File: src/rtl/subleq_core.sv
// subleq_core: multi-cycle SUBLEQ processor with a single-port request/ack
// memory interface. Each instruction is fetch, read A, read B, write B;
// the branch to C is taken when the stored difference is <= 0.
module subleq_core #(
    parameter int DATA_W            = 64,
    parameter int ADDR_W            = 13,
    parameter int HALT_ON_SELF_LOOP = 1
) (
    input  logic              iClock,
    input  logic              iReset_n,
    input  logic              iStart,
    input  logic [ADDR_W-1:0] iStartIP,
    output logic              oMemReq,
    output logic              oMemWe,
    output logic [ADDR_W-1:0] oMemAddr,
    output logic [DATA_W-1:0] oMemWrData,
    input  logic              iMemAck,
    input  logic [DATA_W-1:0] iMemRdData,
    output logic [ADDR_W-1:0] oIP,
    output logic              oBusy,
    output logic              oHalted,
    output logic [31:0]       oRetired
);

    localparam int INSTR_W = 3 * ADDR_W;

    typedef enum logic [2:0] {
        S_IDLE,
        S_FETCH,
        S_READ_A,
        S_READ_B,
        S_WRITE,
        S_HALT
    } state_t;

    state_t              state_q, state_d;
    logic [ADDR_W-1:0]   ip_q, ip_d;
    logic [31:0]         retired_q, retired_d;
    logic [INSTR_W-1:0]  instr_q, instr_d;
    logic [DATA_W-1:0]   opa_q, opa_d;
    logic [DATA_W-1:0]   diff_q, diff_d;

    logic [ADDR_W-1:0]   fld_a, fld_b, fld_c;
    logic                leq;
    logic                busy;
    logic                done;

    // Decode of the latched instruction word; bits above 3*ADDR_W never reach instr_q
    assign fld_a = instr_q[3*ADDR_W-1:2*ADDR_W];
    assign fld_b = instr_q[2*ADDR_W-1:ADDR_W];
    assign fld_c = instr_q[ADDR_W-1:0];

    // Signed "<= 0" test on the stored difference
    assign leq  = diff_q[DATA_W-1] | (diff_q == '0);
    assign busy = (state_q == S_FETCH) || (state_q == S_READ_A) ||
                  (state_q == S_READ_B) || (state_q == S_WRITE);
    assign done = busy & iMemAck;

    // Memory port is a pure function of registered state, so it holds while unacked
    always_comb begin
        oMemAddr = ip_q;
        case (state_q)
            S_READ_A: oMemAddr = fld_a;
            S_READ_B: oMemAddr = fld_b;
            S_WRITE:  oMemAddr = fld_b;
            default:  oMemAddr = ip_q;
        endcase
    end

    assign oMemReq    = busy;
    assign oMemWe     = (state_q == S_WRITE);
    assign oMemWrData = diff_q;
    assign oIP        = ip_q;
    assign oBusy      = busy;
    assign oHalted    = (state_q == S_HALT);
    assign oRetired   = retired_q;

    // Next-state and datapath updates; every step waits for a memory ack
    always_comb begin
        state_d   = state_q;
        ip_d      = ip_q;
        retired_d = retired_q;
        instr_d   = instr_q;
        opa_d     = opa_q;
        diff_d    = diff_q;
        case (state_q)
            S_IDLE, S_HALT: begin
                if (iStart) begin
                    ip_d    = iStartIP;
                    state_d = S_FETCH;
                end
            end
            S_FETCH: begin
                if (done) begin
                    instr_d = iMemRdData[INSTR_W-1:0];
                    state_d = S_READ_A;
                end
            end
            S_READ_A: begin
                if (done) begin
                    opa_d   = iMemRdData;
                    state_d = S_READ_B;
                end
            end
            S_READ_B: begin
                if (done) begin
                    diff_d  = iMemRdData - opa_q;
                    state_d = S_WRITE;
                end
            end
            S_WRITE: begin
                if (done) begin
                    retired_d = retired_q + 32'd1;
                    ip_d      = leq ? fld_c : ip_q + ADDR_W'(1);
                    // A taken branch onto itself can never make progress
                    if ((HALT_ON_SELF_LOOP != 0) && leq && (fld_c == ip_q))
                        state_d = S_HALT;
                    else
                        state_d = S_FETCH;
                end
            end
            default: state_d = S_IDLE;
        endcase
    end

    // State registers; reset abandons any in-flight transaction immediately
    always_ff @(posedge iClock or negedge iReset_n) begin
        if (!iReset_n) begin
            state_q   <= S_IDLE;
            ip_q      <= '0;
            retired_q <= '0;
            instr_q   <= '0;
            opa_q     <= '0;
            diff_q    <= '0;
        end else begin
            state_q   <= state_d;
            ip_q      <= ip_d;
            retired_q <= retired_d;
            instr_q   <= instr_d;
            opa_q     <= opa_d;
            diff_q    <= diff_d;
        end
    end

endmodule

File: config.mk
export PLATFORM = sky130hd
export DESIGN_NAME = subleq_core
export DESIGN_NICKNAME = d
export VERILOG_FILES = /design/src/rtl/subleq_core.sv
export SDC_FILE = /design/constraint.sdc
export NUM_CORES = 1
export LEC_CHECK = 0
export BUFFER_PORTS_ARGS = -buffer_cell sky130_fd_sc_hd__buf_2
export CAP_MARGIN = 40
export CORE_AREA = 2 2 143 173
export CTS_CLUSTER_SIZE = 14
export DETAILED_ROUTE_END_ITERATION = 6
export DIE_AREA = 0 0 145 175
export PLACE_DENSITY = 0.87
export SYNTH_ARGS = -nofsm -noshare
export SYNTH_HDL_FRONTEND = slang
export SYNTH_SLANG_ARGS = --single-unit
export TNS_END_PERCENT = 30
File: constraint.sdc
create_clock -name iClock -period 3.8 [get_ports iClock]
set_input_delay 0.38 -clock iClock [delete_from_list [all_inputs] [get_ports iClock]]
set_output_delay 0.38 -clock iClock [all_outputs]
set_load 0.01 [all_outputs]
==> qor.csv <==
metric,value,unit
synth_cell_types,72,
syn_nets,1732,
hp-start,iMemRdData[61],
crit_type,flop to flop,
ff2ff_path_depth,11,
yosys_warnings,0,
ys_seq_area_frac,0.395,
synth_area_leaders,"dfrtp_1, o21ai_0, ha_1",
final_nets,1895,
finalHoldViolCount,0,
relSlewSlack,0.485,
cpPeakStageDelay,0.49,ns
via_per_inst,6.00,
clkSlewWorstSetupHoldPaths,0.06,ns
worstPathMaxFanout,4,
ctsHtreeMaxLevel,1,
first_iter_violations,784,
gp_congestion,0.962,
yosysTopAreaCellShare,0.395,
crit_path_end_kind,flop,
layout_common_cells,"nand2_1, dfrtp_1, buf_2",
period_minus_slack,3.36,ns
grt_pass1_vias,12100,
clockBufferDepth,3,
wl,39000,um
hold_depth,3,
setup-tns-final,0,ns
syn_inst,1585,
yosysTopAreaCell,dfrtp_1,
io_buffers,206,
synth_area,0.0136,sq mm
worst_path_max_delay_cell,a2111oi_2,
dr.pass1.iters,5,
fp-row-count,62,
initial_core_util,0.576,
synthFlopType,dfrtp_1,
grt.busiest_layer,met2,
grtUsageMet3,0.0493,
post-cts-setup-buffer-count,0,
drc,0,
power.static_leakage,7.30,nW
ant_nets,0,
avgSynthCellArea,8.60,sq um
ys_ff_latch,215,
vias,12500,
cp_top_family,compound AO/OA/AOI/OAI gates,
max_cap_violations,0,
use_met2,0.529,
die-height,175,um
tightest_slew,0.770,ns
critical_path.cell_chain,ha_1 > fa_1 > nor2b_1 > o2111ai_1 > a21boi_0 > o311ai_1 > a31oi_1 > o211ai_1 > a2111oi_2 > nor3_1 > o31ai_1,
cp-start-kind,flop,
cts_sinks,215,
cts_buffers,24,
r2r_setup_slack,0.44,ns
crit_cells,11,
r2r-start,opa_q[0],
overflow,0,
hold_path.class,input port to flop,
r2r_end,oMemWrData[52],
finClkSkew,0.0121,ns
cts-root-buf,clkbuf_16,
hpwl,29600,um
area_growth,15.4,%
grt_usage,0.301,
finalSetupViolations,0,
grt_max_degree,96,
final_common_cell,nand2_1,
rsz0062_at_grt,no,
placed_cell_area,0.0149,sq mm
postSynth.asyncResetShare,1.00,
io_pins,207,
period_share,0.884,
fin_area,0.0157,sq mm
antenna_found_initial,0,
design.die.area,0.0254,sq mm
fillers,1906,
wire_per_inst,18.7,um
insertion_delay,0.52,ns
arrival,3.78,ns
n_antenna_cell,0,
use_met1,0.363,
path_buf_inv,0,
die_x,145,um
drive_gt1_frac,0.190,
pwr_density_cell,917,mW/mm^2
worstPathRequired,4.22,ns
grt_pass1_wl,62200,um
tritoncts,done,
drv_slew,0,
core_area,0.0237,sq mm
peakVddDrop,0.527,mV
status,"finished, final reports clean",
holdPathEnd,opa_q[61],
synth_enable_flop_cells,0,
fmax,298,MHz
[flip-flops by register name, summed over array words and instances (netlist names)]
signal and count:
instr_q 39, oIP 13, oMemWrData 64, oRetired 32, opa_q 64, state_q 3
[routing by layer]
metal	wire length [um]	vias up
met5	0	-
met4	1890	0
met3	2670	134
met2	19200	528
met1	15300	5927
li1	-	5911
[cell usage after synthesis, types with 28 or more instances]
cell type    n
ha_1        65
clkbuf_1    75
nand3_1     44
nor2_1      99
o21ai_0    170
nand4_1     36
mux2_2      44
dfrtp_1    215
a21oi_1    125
xor2_1      38
nand2_1    216
xnor2_1     68
a21o_1      32
o21a_1      28
inv_1       86
[metrics by stage]
| step | power (W) | std cells | setup WS [ns] | util | hold WS, ns |
|---|---|---|---|---|---|
| after floorplan | 0.00946 | 1585 | 0.885 | - | 0.0844 |
| after global placement | 0.0115 | 2040 | 0.405 | 0.628 | 0.456 |
| after detailed placement | 0.0118 | 2041 | 0.339 | 0.629 | 0.473 |
| after CTS | 0.0143 | 2085 | 0.460 | 0.665 | 0.0719 |
| after global routing | 0.0154 | 2085 | 0.0849 | 0.665 | 0.0852 |
| final | 0.0144 | 2085 | 0.439 | 0.665 | 0.0888 |
[area by class of cell]
type | count | area [sq um] | share of cell area
sequential | 215 | 5380 | 0.342
clock inverter | 10 | 153 | 0.00970
clock buffer | 33 | 686 | 0.0436
timing repair buffer | 230 | 1270 | 0.0805
tap | 320 | 400 | 0.0254
inverter | 88 | 330 | 0.0210
multi-input combinational | 1189 | 7520 | 0.478
[worst max path at each step]
stage                                 to           from
final                     oMemWrData[52]       opa_q[0]
after floorplan           oMemWrData[52]  iMemRdData[0]
after global placement    oMemWrData[52]  iMemRdData[0]
after detailed placement  oMemWrData[52]  iMemRdData[0]
after global routing      oMemWrData[52]       opa_q[0]
after CTS                 oMemWrData[52]       opa_q[0]
[where the power goes]
group | total, W | internal, W | leakage, nW | switching (W)
registers | 0.00419 | 0.00326 | 2.66 | 0.000934
logic | 0.00776 | 0.00310 | 4.23 | 0.00466
clock network | 0.00248 | 0.00153 | 0.412 | 0.000950
total | 0.0144 | 0.00789 | 7.30 | 0.00654
[logic make-up (layout without fill, tap and decap cells)]
kind of cell | Yosys count | in the layout | share of synthesized area
adder cells (fa/ha/maj) | 66 | 66 | 0.0611
flip-flops | 215 | 215 | 0.395
buffers and inverters | 181 | 361 | 0.0558
AO/OA/AOI/OAI | 477 | 477 | 0.214
XOR/XNOR | 106 | 106 | 0.0681
AND/OR/NAND/NOR | 491 | 491 | 0.166
multiplexers | 49 | 49 | 0.0400
[repair_timing]
| action | in CTS | in global routing |
|---|---|---|
| hold buffers | 1 | 0 |
| setup endpoints to repair | 0 | 0 |
| gates resized for setup | 0 | 0 |
| endpoints found under the hold margin | 92 | 0 |
[worst min-delay path, delay by kind of cell]
| kind | cells | cell delay [ns] |
|---|---|---|
| AO/OA/AOI/OAI | 1 | 0.06 |
| buffers and inverters | 1 | 0.09 |
| AND/OR/NAND/NOR | 1 | 0.04 |
No activity file was read; power rests on OpenSTA's default activity.
